<file path="src/rtl/uart_pkg.sv">
// Shared UART definitions used by both the transmitter and the receiver.
//   PAR_EN_BIT / PAR_ODD_BIT : bit positions inside the 2-bit parity control word
//   uart_state_e             : frame-level state encoding
//   clog2                    : counter width helper (never returns less than 1)
package uart_pkg;

    localparam int unsigned PAR_EN_BIT  = 0;
    localparam int unsigned PAR_ODD_BIT = 1;

    typedef enum logic [2:0] {
        StIdle   = 3'd0,
        StStart  = 3'd1,
        StData   = 3'd2,
        StParity = 3'd3,
        StStop   = 3'd4
    } uart_state_e;

    // Bits needed to hold the values 0..n-1.
    function automatic int unsigned clog2(input int unsigned n);
        int unsigned r;
        r = 0;
        for (int unsigned v = n - 1; v > 0; v = v >> 1) begin
            r++;
        end
        return (r == 0) ? 1 : r;
    endfunction

endpackage

</file>
<file path="src/rtl/uart_tx_if.sv">
// Byte handshake between the UART register block and the transmitter.
//   tx_data       : byte to send
//   tx_data_valid : request to send tx_data
//   tx_ctrl       : parity control {odd, enable}
//   tx_ready      : transmitter can accept; transfer on valid & ready at a rising edge
// master drives the request side, slave is the transmitter.
interface uart_tx_if;

    logic [7:0] tx_data;
    logic       tx_data_valid;
    logic [1:0] tx_ctrl;
    logic       tx_ready;

    modport master (
        output tx_data,
        output tx_data_valid,
        output tx_ctrl,
        input  tx_ready
    );

    modport slave (
        input  tx_data,
        input  tx_data_valid,
        input  tx_ctrl,
        output tx_ready
    );

endinterface

</file>
<file path="src/rtl/uart_baud_tick.sv">
// Bit-period counter: counts 0..DIV-1 and flags the last clock of each bit.
//   clk, rst : clock, asynchronous active-low reset
//   clear    : hold the counter at 0 (no tick while asserted)
//   tick     : high during the last clock of every DIV-clock bit period
module uart_baud_tick
    import uart_pkg::*;
#(
    parameter int unsigned DIV = 868
) (
    input  logic clk,
    input  logic rst,
    input  logic clear,
    output logic tick
);

    localparam int unsigned    CntW   = clog2(DIV);
    localparam logic [CntW-1:0] CntMax = CntW'(DIV - 1);

    logic [CntW-1:0] cnt_q, cnt_d;

    assign tick = !clear && (cnt_q == CntMax);

    always_comb begin
        cnt_d = cnt_q + 1'b1;
        if (clear || tick) begin
            cnt_d = '0;
        end
    end

    always_ff @(posedge clk or negedge rst) begin
        if (!rst) begin
            cnt_q <= '0;
        end else begin
            cnt_q <= cnt_d;
        end
    end

endmodule

</file>
<file path="src/rtl/uart_tx.sv">
// UART transmitter: start bit, 8 data bits LSB first, optional parity, one stop bit.
//   clk, rst : clock, asynchronous active-low reset
//   bus      : byte handshake (slave side), data and parity control sampled on acceptance
//   tx       : serial line, idle high, driven straight from a flop
//   tx_done  : one-cycle pulse in the clock following the final stop-bit clock
module uart_tx
    import uart_pkg::*;
#(
    parameter int unsigned CLK_FREQ  = 100_000_000,
    parameter int unsigned BODE_RATE = 115_200
) (
    input  logic       clk,
    input  logic       rst,
    uart_tx_if.slave   bus,
    output logic       tx,
    output logic       tx_done
);

    localparam int unsigned DIV = CLK_FREQ / BODE_RATE;

    if (DIV < 2) begin : gen_div_check
        $error("uart_tx: CLK_FREQ / BODE_RATE must be at least 2");
    end

    uart_state_e state_q, state_d;
    logic [7:0]  shift_q, shift_d;
    logic [2:0]  bit_idx_q, bit_idx_d;
    logic        parity_q, parity_d;
    logic        par_en_q, par_en_d;
    logic        tx_q, tx_d;
    logic        tx_done_q, tx_done_d;

    logic tick;
    logic ready;
    logic accept;

    // Counter idles at 0 so the start bit always gets a full DIV clocks.
    uart_baud_tick #(
        .DIV (DIV)
    ) u_baud_tick (
        .clk   (clk),
        .rst   (rst),
        .clear (state_q == StIdle),
        .tick  (tick)
    );

    // Ready in the last stop clock lets a new frame follow with no idle gap.
    assign ready        = (state_q == StIdle) || ((state_q == StStop) && tick);
    assign accept       = ready && bus.tx_data_valid;
    assign bus.tx_ready = ready;
    assign tx           = tx_q;
    assign tx_done      = tx_done_q;

    always_comb begin
        state_d   = state_q;
        shift_d   = shift_q;
        bit_idx_d = bit_idx_q;
        parity_d  = parity_q;
        par_en_d  = par_en_q;
        tx_done_d = 1'b0;

        unique case (state_q)
            StIdle: ;
            StStart: begin
                if (tick) begin
                    state_d = StData;
                end
            end
            StData: begin
                if (tick) begin
                    shift_d = shift_q >> 1;
                    if (bit_idx_q == 3'd7) begin
                        bit_idx_d = 3'd0;
                        state_d   = par_en_q ? StParity : StStop;
                    end else begin
                        bit_idx_d = bit_idx_q + 3'd1;
                    end
                end
            end
            StParity: begin
                if (tick) begin
                    state_d = StStop;
                end
            end
            StStop: begin
                if (tick) begin
                    tx_done_d = 1'b1;
                    state_d   = StIdle;
                end
            end
            default: state_d = StIdle;
        endcase

        // Acceptance overrides the IDLE hold and the STOP -> IDLE return.
        if (accept) begin
            shift_d   = bus.tx_data;
            parity_d  = (^bus.tx_data) ^ bus.tx_ctrl[PAR_ODD_BIT];
            par_en_d  = bus.tx_ctrl[PAR_EN_BIT];
            bit_idx_d = 3'd0;
            state_d   = StStart;
        end
    end

    // Line level is computed from the next state so tx changes exactly on bit edges.
    always_comb begin
        tx_d = 1'b1;
        unique case (state_d)
            StStart:  tx_d = 1'b0;
            StData:   tx_d = shift_d[0];
            StParity: tx_d = parity_d;
            default:  tx_d = 1'b1;
        endcase
    end

    always_ff @(posedge clk or negedge rst) begin
        if (!rst) begin
            state_q   <= StIdle;
            shift_q   <= '0;
            bit_idx_q <= '0;
            parity_q  <= 1'b0;
            par_en_q  <= 1'b0;
            tx_q      <= 1'b1;
            tx_done_q <= 1'b0;
        end else begin
            state_q   <= state_d;
            shift_q   <= shift_d;
            bit_idx_q <= bit_idx_d;
            parity_q  <= parity_d;
            par_en_q  <= par_en_d;
            tx_q      <= tx_d;
            tx_done_q <= tx_done_d;
        end
    end

endmodule

</file>
<file path="src/flat_wrapper.sv">
// flat-port wrapper written by rule: the top's interface ports become plain ports
module uart_tx_flat import uart_pkg::*;
#(
    parameter int unsigned CLK_FREQ  = 100_000_000,
    parameter int unsigned BODE_RATE = 115_200
)
  (clk, rst, tx, tx_done, bus_tx_data, bus_tx_data_valid, bus_tx_ctrl, bus_tx_ready);
  uart_tx_if bus_i ();
  input  logic clk;
  input  logic rst;
  output logic tx;
  output logic tx_done;
  input wire logic [$bits(bus_i.tx_data)-1:0] bus_tx_data;
  input wire logic [$bits(bus_i.tx_data_valid)-1:0] bus_tx_data_valid;
  input wire logic [$bits(bus_i.tx_ctrl)-1:0] bus_tx_ctrl;
  output wire logic [$bits(bus_i.tx_ready)-1:0] bus_tx_ready;
  assign bus_i.tx_data = bus_tx_data;
  assign bus_i.tx_data_valid = bus_tx_data_valid;
  assign bus_i.tx_ctrl = bus_tx_ctrl;
  assign bus_tx_ready = bus_i.tx_ready;
  uart_tx #(.CLK_FREQ(CLK_FREQ), .BODE_RATE(BODE_RATE)) u_core (.clk(clk), .rst(rst), .bus(bus_i), .tx(tx), .tx_done(tx_done));
endmodule
</file>
<file path="config.mk">
export PLATFORM = sky130hd
export DESIGN_NAME = uart_tx_flat
export DESIGN_NICKNAME = d
export VERILOG_FILES = /design/src/rtl/uart_pkg.sv /design/src/rtl/uart_tx_if.sv /design/src/rtl/uart_baud_tick.sv /design/src/rtl/uart_tx.sv /design/src/flat_wrapper.sv
export SDC_FILE = /design/constraint.sdc
export NUM_CORES = 1
export LEC_CHECK = 0
export CORE_MARGIN = 1.5
export CORE_UTILIZATION = 30
export CTS_BUF_LIST = sky130_fd_sc_hd__clkbuf_8 sky130_fd_sc_hd__clkbuf_16
export DETAILED_ROUTE_END_ITERATION = 8
export PLACE_DENSITY = 0.55
export SLEW_MARGIN = 20
export SYNTH_ARGS = -nofsm -noshare
export SYNTH_HDL_FRONTEND = slang
export SYNTH_HIERARCHICAL = 1
export SYNTH_SLANG_ARGS = --single-unit
</file>
<file path="constraint.sdc">
create_clock -name clk -period 5.2 [get_ports clk]
set_input_delay 1.04 -clock clk [delete_from_list [all_inputs] [get_ports clk]]
set_output_delay 1.04 -clock clk [all_outputs]
set_load 0.01 [all_outputs]
</file>
==> results.md, run 1 <==
- Nets: ~170
- Antenna-violating nets left: 0
- WP data required: around 4.2 ns
- Synth cell types: 48
- Post-synth EDFFs: 0
- DR vias/cell: around 4.9
- CTS H-Tree Depth: 1
- Max VDD drop: between 0.0001 and 0.00015 V
- DPL Wire Length: ~2100 µm
- DRC Markers: 0
- Via count: approximately 1100
- Core box area: between 5000 and 6000 µm²
- Reg-to-Reg End: u_core/shift_q[0]
- Fmax: 279 MHz
- Crit start category: flip-flop
- RSZ-0062 raised after global routing: false
- Post-CTS sizing: 0
- Hold Vio Cnt, Final: 0
- First-pass iteration count of the detailed router: 4
- Fin. max-slew vios: 0
- Mapped Cells: ~140
- CTS tree: built
- R2R cell count: 7
- Initial Util: 0.307
- Diodes inserted: 0
- Final period utilization: 0.689
- Multi-input gate area: 782 µm²
- Run status: complete, no violations
- Post-CTS setup buffer count: 0
- Synthesized area: between 1500 and 2000 µm²
- Routability Congestion: ~0.77
- WHS: between 0.4 and 0.5 ns
- Die Y: about 75 µm
- Vias in the first global route: 1061
- Critical Path AT: between 2 and 3 ns
- First-pass GRT wire length: slightly below 5000 µm
- Layout cell share with drive strength beyond 1: 0.103
- Synth Warn #: 6
- Avg Inst Size Synth: ~11 µm²
- Worst reg2reg path startpoint: u_core/u_baud_tick/cnt_q[3]
- Max-cap violation count: 0
- Clk Tree Root Cell: clkbuf_8
- Initial antenna violation count: 0
- Setup TNS: 0 ns
- Fillcell total: around 520
- Crit end category: output pin
- CTS hold repair buffers: 0
- Drt wl/cell: 12.6 µm
- Hold path start: u_core/shift_q[5]
- Static Leakage: a little under 0.8 nW
- FP Rows: 26
- Slew Limit Headroom: 0.648
- Slew at the pin with the worst max-slew slack: between 0.5 and 0.6 ns
- Clock skew: about 0.0076 ns
- Worst setup startpoint: u_core/u_baud_tick/cnt_q[3]
- Worst skew pair latency: around 0.27 ns
- Area of the die: around 5600 µm²
- Final worst path period need: around 3.6 ns
- Synth Flop Type: dfrtp_1
- Final setup vio count: 0
- CTS max path bufs: 2
- Synth Register Bits: 28
- Clock transition at the registers of the reported paths: about 0.1 ns
- Pin count of the biggest net entering global routing: 29
- Grt total ovfl: 0
- Area delta synth->final: 14.7%
- Total Routing Usage GR: 0.111
- Reg2Reg Setup Slack: ~2.7 ns
- Pwr dens: roughly 300 nW/µm²
- Port bufs: 15
- WS Path Type: reg2out
- 1st-iter DRT viols: 35
- Hold Path Cell Cnt: 1
- Sequential cell area fraction in the yosys report: 0.450
- FF+latch area: approximately 700 µm²
- Num CTS Buffers: 3
- CTS Sinks: 28
- Crit Path Max Fanout: 10
- Fraction of registers with async set/reset: 1.00
- Routed wire length: between 2000 and 3000 µm
- Io pins: 16
- Hold WC Path Type: reg2reg
- Die width: between 70 and 80 µm
- Critical Path Sink: bus_tx_ready
- Mapped Nets: between 150 and 200
## metal layers
| layer | track usage | vias up | wire [µm] |
|---|---|---|---|
| li1 | - | 543 | - |
| met1 | 0.144 | 537 | 1310 |
| met2 | 0.186 | 14 | 1420 |
| met3 | 0.0120 | 2 | 49 |
| met4 | 0.0545 | 0 | 40 |
| met5 | 0 | - | 0 |
## cells by family after synthesis
group,Yosys count,share of synthesized area
flops,28,0.450
xor+xnor,10,0.0650
compound gates,35,0.164
mux,5,0.0385
simple gates,50,0.209
fa+ha+maj,3,0.0241
buf+inv,12,0.0489
## layout by cell type (no fill, tap or decap), types with 2 or more instances in the layout
cell type,instances
a21o_1,7
or3_1,3
clkbuf_8,3
clkdlybuf4s50_1,15
nor2_1,12
xor2_1,3
o21ai_0,6
a22o_1,7
nand2b_1,3
o31ai_1,3
xnor2_1,6
mux2_4,2
mux2i_1,3
a21oi_1,4
nand3_1,2
dfrtp_1,27
nand2b_4,2
nand4_1,5
ha_1,3
nand2_1,5
inv_1,5
and2_1,4
## area by class of cell
| type | count | share of cell area |
|---|---|---|
| clock buffers | 3 | 0.0231 |
| clock inverters | 1 | 0.00210 |
| inverters | 4 | 0.00839 |
| multi-input cells | 103 | 0.437 |
| flip-flops and latches | 28 | 0.392 |
| well taps | 70 | 0.0490 |
| repair buffers | 16 | 0.0881 |
## power by group
part | switching, mW | leakage (nW) | internal [mW]
Combinational | 0.0511 | 0.384 | 0.0711
Clock | 0.0646 | 0.0269 | 0.0529
Sequential | 0.0448 | 0.360 | 0.262
Total | 0.160 | 0.771 | 0.386
## worst min-delay path by stage
stage	end	slack, ns
floorplan	u_core/shift_q[2]	0.45
global placement	u_core/shift_q[5]	0.46
detailed placement	u_core/shift_q[3]	0.47
CTS	u_core/shift_q[3]	0.49
global route	u_core/shift_q[2]	0.51
finish	u_core/shift_q[5]	0.48
## through the flow
step / util / setup WS, ns / instance area (µm²) / std cells / power [mW]
2_1_floorplan: - / 2.64 / 1560 / 143 / 0.397
3_3_place_gp: 0.344 / 2.02 / 1740 / 221 / 0.429
3_5_place_dp: 0.344 / 1.95 / 1740 / 221 / 0.435
4_1_cts: 0.353 / 1.63 / 1790 / 225 / 0.554
5_1_grt: 0.353 / 1.43 / 1790 / 225 / 0.586
6_report: 0.353 / 1.62 / 1790 / 225 / 0.546
## sequential cells by signal, indices dropped and copies added (netlist names)
name	flops
u_core/parity_q	1
u_core/state_q	3
u_core/bit_idx_q	3
u_core/u_baud_tick/cnt_q	10
u_core/par_en_q	1
u_core/tx	1
u_core/shift_q	8
u_core/tx_done	1
## cell usage after synthesis, types with 4 or more instances
library cell | instances | area, µm²
buf_2 | 4 | 20.0
a22o_1 | 7 | 61.3
dfrtp_1 | 27 | 676
inv_1 | 4 | 15.0
nand2_1 | 5 | 18.8
a21oi_1 | 4 | 20.0
o21ai_0 | 6 | 30.0
nand4_1 | 5 | 31.3
nor2_1 | 12 | 45.0
xnor2_1 | 6 | 52.6
a21o_1 | 7 | 52.6
and2_1 | 4 | 25.0
## critical path, stage by stage (launching register included)
cell             delay (ns)
dfrtp_1                0.46
nor4_2                 0.37
nand4_1                0.13
nor2_1                 0.43
and3_1                 0.25
or2_2                  0.10
clkdlybuf4s50_1        0.52
No activity file was read; power rests on OpenSTA's default activity.
==> run 2, diff against run 1 <==
clock period = 3.7 ns   (was 5.2 ns; I/O delays follow)
==> results of run 2 <==
Same layout as run 1 (identical final DEF). Status: complete, no violations.
Main changes from that run: setup slack after placement 1.95 ns -> 0.751 ns; setup slack after layout 1.62 ns -> 0.419 ns; register-to-register setup slack 2.73 ns -> 1.23 ns; total power 0.546 mW -> 0.768 mW; worst IR drop on VDD 0.000103 V -> 0.000145 V
